**src/rtl/uart_rx_fifo.sv**
```systemverilog
// uart_rx_fifo: 8N1 UART receiver feeding a first-word-fall-through byte FIFO
module uart_rx_fifo #(
  parameter int FIFO_AW = 4
) (
  input  logic               clk,
  input  logic               rst,
  input  logic               enable,
  input  logic [7:0]         clk_ratio,
  input  logic               rx,
  input  logic               rd_en,
  output logic [7:0]         rd_data,
  output logic               rd_valid,
  output logic [FIFO_AW:0]   fifo_count,
  output logic               frame_err,
  output logic               overrun,
  input  logic               err_clr
);
  localparam int DEPTH = 2**FIFO_AW;
  typedef enum logic [2:0] {IDLE, START, DATA, STOP, WAIT_IDLE} state_t;
  state_t state, state_n;
  logic rx_m, rx_s, rx_d;
  logic [7:0] r, cnt, sh;
  logic [2:0] bit_idx;
  logic [7:0] mem [DEPTH];
  logic [FIFO_AW-1:0] wr_ptr, rd_ptr;
  logic half_hit, full_hit, push, ferr_set, pop, full, wr;
  assign half_hit = cnt == (r >> 1) - 8'd1;
  assign full_hit = cnt == r - 8'd1;
  always_ff @(posedge clk)
    if (rst) state <= IDLE;
    else state <= state_n;
  always_comb begin
    state_n = IDLE;
    if (enable)
      case (state)
        IDLE:      state_n = (rx_d && !rx_s) ? START : IDLE;
        START:     state_n = !half_hit ? START : (rx_s ? IDLE : DATA);
        DATA:      state_n = (full_hit && bit_idx == 3'd7) ? STOP : DATA;
        STOP:      state_n = !full_hit ? STOP : (rx_s ? IDLE : WAIT_IDLE);
        WAIT_IDLE: state_n = rx_s ? IDLE : WAIT_IDLE;
        default:   state_n = IDLE;
      endcase
  end
  always_comb begin
    push     = enable && state == STOP && full_hit && rx_s;
    ferr_set = enable && state == STOP && full_hit && !rx_s;
    pop      = rd_en && rd_valid;
    full     = fifo_count == (FIFO_AW+1)'(DEPTH);
    wr       = push && (!full || pop);
  end
  always_ff @(posedge clk)
    if (rst) begin
      rx_m       <= 1'b1;
      rx_s       <= 1'b1;
      rx_d       <= 1'b1;
      r          <= 8'd4;
      cnt        <= '0;
      sh         <= '0;
      bit_idx    <= '0;
      frame_err  <= 1'b0;
      overrun    <= 1'b0;
      wr_ptr     <= '0;
      rd_ptr     <= '0;
      fifo_count <= '0;
    end else begin
      rx_m       <= rx;
      rx_s       <= rx_m;
      rx_d       <= rx_s;
      if (state == IDLE) r <= clk_ratio < 8'd4 ? 8'd4 : clk_ratio;
      cnt        <= (state_n != state || full_hit) ? '0 : cnt + 8'd1;
      if (state == START) bit_idx <= '0;
      else if (state == DATA && full_hit) bit_idx <= bit_idx + 3'd1;
      if (state == DATA && full_hit) sh <= {rx_s, sh[7:1]};
      frame_err  <= ferr_set;
      overrun    <= (push && full && !pop) ? 1'b1 : (err_clr ? 1'b0 : overrun);
      if (wr) wr_ptr <= wr_ptr + FIFO_AW'(1);
      if (pop) rd_ptr <= rd_ptr + FIFO_AW'(1);
      fifo_count <= fifo_count + (FIFO_AW+1)'(wr) - (FIFO_AW+1)'(pop);
    end
  always_ff @(posedge clk)
    if (!rst && wr) mem[wr_ptr] <= sh;
  assign rd_valid = fifo_count != '0;
  assign rd_data  = rd_valid ? mem[rd_ptr] : '0;
endmodule

```
**config.mk**
```make
export PLATFORM = sky130hd
export DESIGN_NAME = uart_rx_fifo
export DESIGN_NICKNAME = d
export VERILOG_FILES = /design/src/rtl/uart_rx_fifo.sv
export SDC_FILE = /design/constraint.sdc
export NUM_CORES = 1
export LEC_CHECK = 0
export ABC_AREA = 0
export CORE_UTILIZATION = 40
export CTS_BUF_LIST = sky130_fd_sc_hd__clkbuf_8 sky130_fd_sc_hd__clkbuf_16
export DETAILED_ROUTE_END_ITERATION = 10
export PLACE_DENSITY_LB_ADDON = 0.2
export SLEW_MARGIN = 5
export SYNTH_ARGS = -nofsm -noshare
export SYNTH_HDL_FRONTEND = slang
export SYNTH_SLANG_ARGS = --single-unit
```
**constraint.sdc**
```tcl
create_clock -name clk -period 4.9 [get_ports clk]
set_clock_uncertainty 0.1 [all_clocks]
set_input_delay 1.225 -clock clk [delete_from_list [all_inputs] [get_ports clk]]
set_output_delay 1.225 -clock clk [all_outputs]
set_load 0.005 [all_outputs]
```
==> metrics.txt <==
root buf cell clkbuf_16; Post-synth top cells edfxtp_1, nor2_1, dfxtp_1; final net count 593; Mean Syn Cell Area 14.7 µm²; first-pass GRT wire length 24,200 µm; clk_lat worst skew 0.43 ns; hpwl dp 10,100 µm; DRC 0; post-CTS setup buffer count 0; HP Class reg -> reg; Place WS 0.768 ns; quantity of gates resized following cts 0; setup TNS 0 ns; largest net degree at the start of global routing 33; Chip Width 142 µm; Warnings, synthesis 0; post-layout util 47.4%; routability cong. 0.827; count of different cell masters after synthesis 57; DR iter-0 viols 228; Die H 142 µm; largest cells by area after synthesis edfxtp_1, dfxtp_1, mux4_2; Post-Syn Area 0.00779 mm²; largest family of logic cells by synthesized area multiplexers; Rows 50; top cell type's share of synthesized area 49.3%; post-synthesis adder-cell area fraction 2.83%; TritonCTS Sinks 180; gr usage total 16.4%; cts bufs inserted 17; Slew HR 36.4%; total grt overflow 0; CP peak stage delay 0.61 ns; RSZ-0062 raised after global routing no; H-tree depth 4; # diodes 0; Tmin final 4.12 ns; vias in the first global route 4,280; Clock transition at path regs 0.08 ns; Power Density 432 mW/mm²; initial antenna violation count 0; Post-Synth XOR/XNOR Area 3.49%; post-synth net total 561; total routed wirelength 15,300 µm; mux share of post-synthesis cell area 13.0%; Synth Instances 530; Pleak 0.00306 µW; hold_buf cts 0; VDD IR max 0.287 mV; final period utilization 84.1%; cell area after layout 0.00896 mm²; critical path endpoint category output pin; total I/O pin count 30; First-pass DRT Iterations 4; post-synthesis compound-gate area fraction 5.22%; Seq cells post-synth 180; most frequent cell after synthesis edfxtp_1; die area 0.0200 mm²; dominant cell type by area after synthesis edfxtp_1; Post-Synth Simple-Gate Area 9.96%; Slew @ Worst Pin 0.951 ns; drt via density 5.14; number of synthesized flops with an enable pin 128; Worst Path Arrival 2.80 ns; Setup CP Type reg -> out; initial cell density of the core 41.2%; Area growth syn-to-layout 15.0%; vias 4,289; CTS tree done; Core Area 0.0189 mm²; share of cells above drive strength 1 19.3%; most used cell, CP mux4_2; Max Cap Viol 0; Port Buffers 29; Post-DRT Antenna Nets 0; WL per Instance 18.3 µm; post-synthesis sequential area ratio 62.7%; worst setup margin 0.779 ns; Area after DPL 0.00838 mm²; max-slew violations 0; FFs w/ async S/R, synth 0%; Synth Flop Type edfxtp_1; fmax 243 MHz; r2r setup slk 0.86 ns; crit path cell chain buf_12 > mux4_2 > mux4_2 > nor2b_1 > clkdlybuf4s50_1; CP required 3.58 ns; crit path launch type register; Final Hold Fails 0; Critical Path Fanout Max 32; status finished clean; Final Setup Violations 0; clk buf depth 2; crit path max-delay cell type mux4_2
flip-flops by register name, indices dropped and copies added (netlist names), 3 cells and up, named ones only:
register,count
mem,128
cnt,8
r,8
sh,8
fifo_count,5
rd_ptr,4
wr_ptr,4
bit_idx,3
state,3
path summary, 6_finish.rpt:
kind                 start             to  depth (start not counted)
setup / recovery  register     rd_data[7]                          5
hold reg to reg       rx_m           rx_s                          1
hold / removal        rx_m           rx_s                          1
setup reg to reg      r[2]  fifo_count[4]                         17
cells by family (layout without fill, tap and decap cells):
family	after synthesis	after routing
flops	180	180
simple gates	148	148
compound gates	53	53
mux	51	51
buf+inv	50	95
xor+xnor	31	31
fa+ha+maj	17	17
report_power, final:
group	total [µW]	leakage (µW)	internal, µW	switching, µW
clock network	1360	0.000285	725	630
logic	817	0.00116	452	364
registers	1700	0.00161	1650	49.6
per-layer routing:
layer	share of wire (%)	vias up	GRT usage [%]
met5	0	-	0
met4	1.9	0	6.28
met3	2.5	20	2.80
met2	47	80	26.0
met1	48	2147	22.5
li1	-	2042	-
final cells by class:
class | count | area (µm²)
repair buffers | 42 | 400
fillers | 1645 | 9930
clock inverters | 15 | 159
well taps | 260 | 325
flip-flops and latches | 180 | 4890
clock buffers | 17 | 425
multi-input cells | 300 | 2690
inverters | 21 | 78.8
worst max-delay path, delay by kind of cell, from the launching register on:
kind          cells  cell delay (ns)
mux               2             1.11
flops             1             0.35
simple gates      1             0.14
buf+inv           2             0.75
stage by stage:
stage               total power [µW]  cells  hold WS, ns
detailed placement              2560    803        0.296
floorplan                       2270    530        0.289
global route                    4040    835        0.323
finish                          3870    835        0.312
CTS                             3910    835        0.313
global placement                2550    803        0.292
cell usage in the layout, fill, tap and decap left out, drive strengths merged, types with 2 or more instances in the layout:
cell,instances
dfxtp,52
mux4,40
and3,5
nand2,23
nand3,11
or2,8
buf,13
mux2i,11
a2111oi,2
nand4,2
and4,3
nor3,6
clkinvlp,2
xnor2,12
nor2,55
or3,9
ha,16
edfxtp,128
xor2,19
o21ai,6
clkinv,2
nand2b,4
nor2b,11
clkdlybuf4s50,29
o22ai,2
inv,31
a221oi,2
o21ba,2
clkbuf,17
a21oi,30
nor4,5
Power figures use the tool's default switching activity.
